## src/rtl/btn_debounce_repeat_pkg.sv

```systemverilog
// Shared state encoding and default timing for the time-set push-button debouncers.
package btn_debounce_repeat_pkg;

    typedef logic [2:0] state_t;

    localparam state_t ST_IDLE     = 3'd0;
    localparam state_t ST_DB_PRESS = 3'd1;
    localparam state_t ST_PRESSED  = 3'd2;
    localparam state_t ST_REPEAT   = 3'd3;
    localparam state_t ST_DB_REL   = 3'd4;

    localparam int unsigned DB_TICKS_DEF   = 20;
    localparam int unsigned HOLD_TICKS_DEF = 500;
    localparam int unsigned RPT_TICKS_DEF  = 100;

endpackage

```

## src/rtl/btn_debounce_repeat_tick_counter.sv

```systemverilog
// Saturating tick counter with synchronous clear; o_term flags the enabled tick that
// brings the count up to i_limit.
module btn_debounce_repeat_tick_counter #(
    parameter int unsigned CNT_W = 10
) (
    input  logic             clk,
    input  logic             rst,
    input  logic             i_clr,
    input  logic             i_en,
    input  logic [CNT_W-1:0] i_limit,
    output logic             o_term
);

    localparam logic [CNT_W-1:0] CNT_MAX = {CNT_W{1'b1}};

    logic [CNT_W-1:0] r_cnt;
    logic [CNT_W:0]   w_next;

    // One extra bit so the compare stays correct even when r_cnt sits at saturation.
    assign w_next = {1'b0, r_cnt} + {{CNT_W{1'b0}}, 1'b1};
    assign o_term = i_en && (w_next >= {1'b0, i_limit});

    always_ff @(posedge clk or negedge rst) begin
        if (!rst) begin
            r_cnt <= '0;
        end else if (i_clr) begin
            r_cnt <= '0;
        end else if (i_en && (r_cnt != CNT_MAX)) begin
            r_cnt <= r_cnt + 1'b1;
        end
    end

endmodule

```

## src/rtl/btn_debounce_repeat.sv

```systemverilog
// Push-button debouncer producing single-cycle press and auto-repeat pulses for the
// time-set controls; consumes an already-synchronized button level.
module btn_debounce_repeat
    import btn_debounce_repeat_pkg::*;
#(
    parameter int unsigned DB_TICKS   = DB_TICKS_DEF,
    parameter int unsigned HOLD_TICKS = HOLD_TICKS_DEF,
    parameter int unsigned RPT_TICKS  = RPT_TICKS_DEF,
    parameter int unsigned CNT_W      = 10
) (
    input  logic clk,
    input  logic rst,
    input  logic tick,
    input  logic btn_sync,
    output logic btn_level,
    output logic press_pulse,
    output logic repeat_pulse,
    output logic held
);

    localparam logic [CNT_W-1:0] DB_LIM   = CNT_W'(DB_TICKS);
    localparam logic [CNT_W-1:0] HOLD_LIM = CNT_W'(HOLD_TICKS);
    localparam logic [CNT_W-1:0] RPT_LIM  = CNT_W'(RPT_TICKS);

    state_t           r_state, w_state_d;
    logic             r_btn_level, w_btn_level_d;
    logic             r_press, w_press_d;
    logic             r_repeat, w_repeat_d;
    logic             r_held, w_held_d;
    logic             w_clr, w_en, w_term;
    logic [CNT_W-1:0] w_limit;

    // Counting condition and terminal value depend on state only, never on w_term.
    always_comb begin
        w_limit = DB_LIM;
        w_en    = 1'b0;
        case (r_state)
            ST_DB_PRESS: begin w_limit = DB_LIM;   w_en = tick &  btn_sync; end
            ST_PRESSED:  begin w_limit = HOLD_LIM; w_en = tick &  btn_sync; end
            ST_REPEAT:   begin w_limit = RPT_LIM;  w_en = tick &  btn_sync; end
            ST_DB_REL:   begin w_limit = DB_LIM;   w_en = tick & ~btn_sync; end
            default:     ;
        endcase
    end

    btn_debounce_repeat_tick_counter #(
        .CNT_W (CNT_W)
    ) u_tick_counter (
        .clk     (clk),
        .rst     (rst),
        .i_clr   (w_clr),
        .i_en    (w_en),
        .i_limit (w_limit),
        .o_term  (w_term)
    );

    // A btn_sync change is tested before the terminal count so it always wins.
    always_comb begin
        w_state_d     = r_state;
        w_clr         = 1'b0;
        w_btn_level_d = r_btn_level;
        w_held_d      = r_held;
        w_press_d     = 1'b0;
        w_repeat_d    = 1'b0;
        case (r_state)
            ST_IDLE: begin
                w_clr = 1'b1;
                if (btn_sync) w_state_d = ST_DB_PRESS;
            end
            ST_DB_PRESS: begin
                if (!btn_sync) begin
                    w_state_d = ST_IDLE;
                    w_clr     = 1'b1;
                end else if (w_term) begin
                    w_state_d     = ST_PRESSED;
                    w_clr         = 1'b1;
                    w_btn_level_d = 1'b1;
                    w_press_d     = 1'b1;
                end
            end
            ST_PRESSED: begin
                if (!btn_sync) begin
                    w_state_d = ST_DB_REL;
                    w_clr     = 1'b1;
                end else if (w_term) begin
                    w_state_d  = ST_REPEAT;
                    w_clr      = 1'b1;
                    w_held_d   = 1'b1;
                    w_repeat_d = 1'b1;
                end
            end
            ST_REPEAT: begin
                if (!btn_sync) begin
                    w_state_d = ST_DB_REL;
                    w_clr     = 1'b1;
                    w_held_d  = 1'b0;
                end else if (w_term) begin
                    w_clr      = 1'b1;
                    w_repeat_d = 1'b1;
                end
            end
            ST_DB_REL: begin
                if (btn_sync) begin
                    w_state_d = ST_PRESSED;
                    w_clr     = 1'b1;
                end else if (w_term) begin
                    w_state_d     = ST_IDLE;
                    w_clr         = 1'b1;
                    w_btn_level_d = 1'b0;
                end
            end
            default: begin
                w_state_d     = ST_IDLE;
                w_clr         = 1'b1;
                w_btn_level_d = 1'b0;
                w_held_d      = 1'b0;
            end
        endcase
    end

    always_ff @(posedge clk or negedge rst) begin
        if (!rst) begin
            r_state     <= ST_IDLE;
            r_btn_level <= 1'b0;
            r_press     <= 1'b0;
            r_repeat    <= 1'b0;
            r_held      <= 1'b0;
        end else begin
            r_state     <= w_state_d;
            r_btn_level <= w_btn_level_d;
            r_press     <= w_press_d;
            r_repeat    <= w_repeat_d;
            r_held      <= w_held_d;
        end
    end

    assign btn_level    = r_btn_level;
    assign press_pulse  = r_press;
    assign repeat_pulse = r_repeat;
    assign held         = r_held;

endmodule

```

## config.mk

```make
export PLATFORM = sky130hd
export DESIGN_NAME = btn_debounce_repeat
export DESIGN_NICKNAME = d
export VERILOG_FILES = /design/src/rtl/btn_debounce_repeat_pkg.sv /design/src/rtl/btn_debounce_repeat_tick_counter.sv /design/src/rtl/btn_debounce_repeat.sv
export SDC_FILE = /design/constraint.sdc
export NUM_CORES = 1
export LEC_CHECK = 0
export CORE_MARGIN = 10
export CORE_UTILIZATION = 61
export CTS_CLUSTER_SIZE = 20
export DETAILED_ROUTE_END_ITERATION = 10
export GPL_TIMING_DRIVEN = 1
export HOLD_SLACK_MARGIN = 0.06
export PLACE_DENSITY = 0.86
export SLEW_MARGIN = 10
export SYNTH_ARGS = -nofsm -noshare
export SYNTH_HDL_FRONTEND = slang
export SYNTH_HIERARCHICAL = 1
export SYNTH_SLANG_ARGS = --single-unit
export TNS_END_PERCENT = 100
```

## constraint.sdc

```tcl
create_clock -name clk -period 7.3 [get_ports clk]
set_input_delay 1.46 -clock clk [delete_from_list [all_inputs] [get_ports clk]]
set_output_delay 1.46 -clock clk [all_outputs]
set_load 0.01 [all_outputs]
```

==> run_results.csv <==
group,metric,value,unit
outcome,status,"finished clean",
final_layout,fin_area,0.00138,mm2
logic_synthesis,yosysSeqAreaShare,0.332,
final_layout,final-instance-count-excl-fill,179,
clock_tree,cts_resized,0,
final_layout,nNetsFinal,168,
global_routing,grt_max_degree,18,
clock_tree,cts_sinks,17,
placed_design,dp_hpwl,1.85,mm
logic_synthesis,synth_edf_count,0,
placed_design,gp_congestion,0.815,
floorplanning,num_io_pins,8,
route,wire_per_inst,13.3,um
final_layout,syn2layout_area_growth,7.82,%
final_layout,final_cell_mix,"17 x dfrtp_1, 13 x a21oi_1, 12 x inv_1",
sta,fmax,273,MHz
clock_tree,clkLatencyLatePin,0.29,ns
route,vias,1022,
floorplanning,die_y,65.8,um
clock_tree,clkSlewWorstSetupHoldPaths,0.10,ns
logic_synthesis,synth_flop_cell,"dfrtp_1",
worst_setup_path,worstReg2RegStart,"u_tick_counter/r_cnt[0]",
worst_setup_path,critPathSlowestCell,"or4b_4",
logic_synthesis,syn_avg_cell_area,8.95,um2
floorplanning,dieArea,0.00433,mm2
worst_setup_path,crit_type,"input port to flip-flop",
worst_setup_path,critPathLaunch,"btn_sync",
clock_tree,cts_root_buf,"clkbuf_4",
worst_setup_path,cpPeakStageDelay,0.52,ns
sta,whs,0.529,ns
logic_synthesis,ys_ff_latch,17,
worst_setup_path,crit_path_max_fanout,10,
floorplanning,core,0.00198,mm2
job,maxCapViolations,0,
global_routing,antenna_found_initial,0,
logic_synthesis,syn_inst,143,
power,powerDensity,114,mW/mm2
floorplanning,rows,16,
logic_synthesis,yosys_warnings,6,
clock_tree,numCtsBuffers,3,
clock_tree,postCtsHoldBufs,0,
logic_synthesis,netlist-cell-type-count,41,
logic_synthesis,async_flop_share,1.00,
route,routed_via_density,5.71,
sta,rsz0062_at_grt,"false",
final_layout,fin_util,0.696,
clock_tree,cts_tree,"built",
worst_setup_path,cp_top_family,"simple AND/OR/NAND/NOR gates",
power,peakVddDrop,0.0847,mV
route,wl,2.37,mm
clock_tree,cts.htree.levels,1,
min_path,holdCritPathClass,"flip-flop to flip-flop",
worst_setup_path,critical_path_buf_inv_count,1,
worst_setup_path,r2r_cells,11,
worst_setup_path,required,7.46,ns
worst_setup_path,end_kind,"flip-flop",
worst_setup_path,cp.arrival,3.83,ns
sta,period_share,0.502,
global_routing,grt_pass1_vias,983,
sta,skew,0.00543,ns
final_layout,layout_commonest_cell,"dfrtp_1",
route,drt_iter0_drc,49,
global_routing,grt_pass1_wl,4.17,mm
clock_tree,post-cts-setup-buffers,0,
clock_tree,cts_max_path_buffers,2,
worst_setup_path,r2r_end,"u_tick_counter/r_cnt[6]",
final_layout,layout-drive-gt1-share,0.0921,
placed_design,port_buffers,7,
sta,finalHoldViolations,0,
sta,final-setup-viol-count,0,
worst_setup_path,crit_chain,"clkdlybuf4s50_1, or4b_4, o21ai_2, and2_1, nand4_1, o2bb2ai_1, nand2b_1, nor2_1",
worst_setup_path,crit_cells,8,
floorplanning,die_x,65.8,um
route,drt-pass1-iter-count,5,
global_routing,grtUsageTotal,0.120,
sta,min_period,3.67,ns
power,p_leak,0.604,nW
sta,final.setup.tns,0,ns
route,drc,0,
sta,worst_pin_slew,0.763,ns
placed_design,placed_cells,175,
route,ant_nets,0,
global_routing,globalRoute.totalOverflow,0,
logic_synthesis,syn_area,0.00128,mm2
worst_setup_path,critPathCapture,"u_tick_counter/r_cnt[6]",
placed_design,post_dp_cell_area,0.00135,mm2
floorplanning,start_util,0.646,
sta,slew_headroom,0.489,
worst_setup_path,reg2reg_slack,4.57,ns
final_layout,n_antenna_cell,0,
sta,slew_violations,0,
worst_setup_path,start_kind,"input port",
-- how the worst min path moves through the flow --
| stage | from | end | slack, ns | cells after the start |
|---|---|---|---|---|
| floorplan | held | held | 0.53 | 1 |
| global placement | held | held | 0.49 | 1 |
| detailed placement | held | held | 0.52 | 1 |
| CTS | held | held | 0.55 | 1 |
| global route | held | held | 0.56 | 1 |
| finish | held | held | 0.53 | 1 |
-- per-stage QoR --
stage	setup slack [ns]	total power, W
3_5_place_dp	3.35	0.000109
6_report	3.63	0.000157
2_1_floorplan	4.10	0.000104
3_3_place_gp	3.50	0.000108
5_1_grt	3.46	0.000166
4_1_cts	3.66	0.000159
-- per-layer routing --
| layer | vias to the layer above | wire length [um] | global-route usage |
|---|---|---|---|
| met1 | 484 | 973 | 0.130 |
| met3 | 2 | 147 | 0.0356 |
| met4 | 0 | 21 | 0.0401 |
| li1 | 510 | - | - |
| met2 | 26 | 1230 | 0.215 |
| met5 | - | 0 | 0 |
-- cell type report --
type	instances	area, um2
repair buffers	7	70.1
multi-input cells	112	778
flip-flops and latches	17	425
fillers	157	602
inverters	12	45.0
well taps	27	33.8
clock buffers	3	22.5
clock inverters	1	5.00
-- power by group --
part           switching [W]  leakage, nW  total [W]  internal, W
logic             0.00000721        0.356  0.0000114   0.00000416
registers        0.000000956        0.230  0.0000955    0.0000945
clock network      0.0000297       0.0177  0.0000500    0.0000203
-- registers in the layout (all words and copies together), names as in the netlist --
signal and flops:
btn_level 1, held 1, press_pulse 1, r_state 3, repeat_pulse 1, u_tick_counter/r_cnt 10
-- cell families (layout without fill, tap and decap cells) --
group / after synthesis / count (layout) / share of synthesized area
buf+inv: 17 / 23 / 0.0684
compound gates: 34 / 34 / 0.173
flops: 17 / 17 / 0.332
simple gates: 50 / 50 / 0.230
xor+xnor: 11 / 11 / 0.0753
other cells: 2 / 5 / 0.00587
mux: 1 / 1 / 0.00782
fa+ha+maj: 11 / 11 / 0.108
-- Yosys cell counts (4+ instances only) --
master | count | area share
a21oi_1 | 13 | 0.051
dfrtp_1 | 17 | 0.33
ha_1 | 11 | 0.11
inv_1 | 12 | 0.035
nand2_1 | 9 | 0.026
nand2b_1 | 5 | 0.024
nor2_1 | 11 | 0.032
o21ai_0 | 8 | 0.031
or3_1 | 5 | 0.024
xnor2_1 | 7 | 0.048
xor2_1 | 4 | 0.027
-- worst reg2reg max path: stages (launching register included) --
cell and delay [ns]:
dfrtp_1 0.45, ha_1 0.28, nand3_2 0.17, nor2_1 0.15, xor2_1 0.09, ha_1 0.30, nand2_1 0.06, o21ai_0 0.16
a21oi_1 0.07, o2bb2ai_1 0.38, nand2b_1 0.40, nor2_1 0.10
Note: power is estimated with default switching activity, not from simulation.
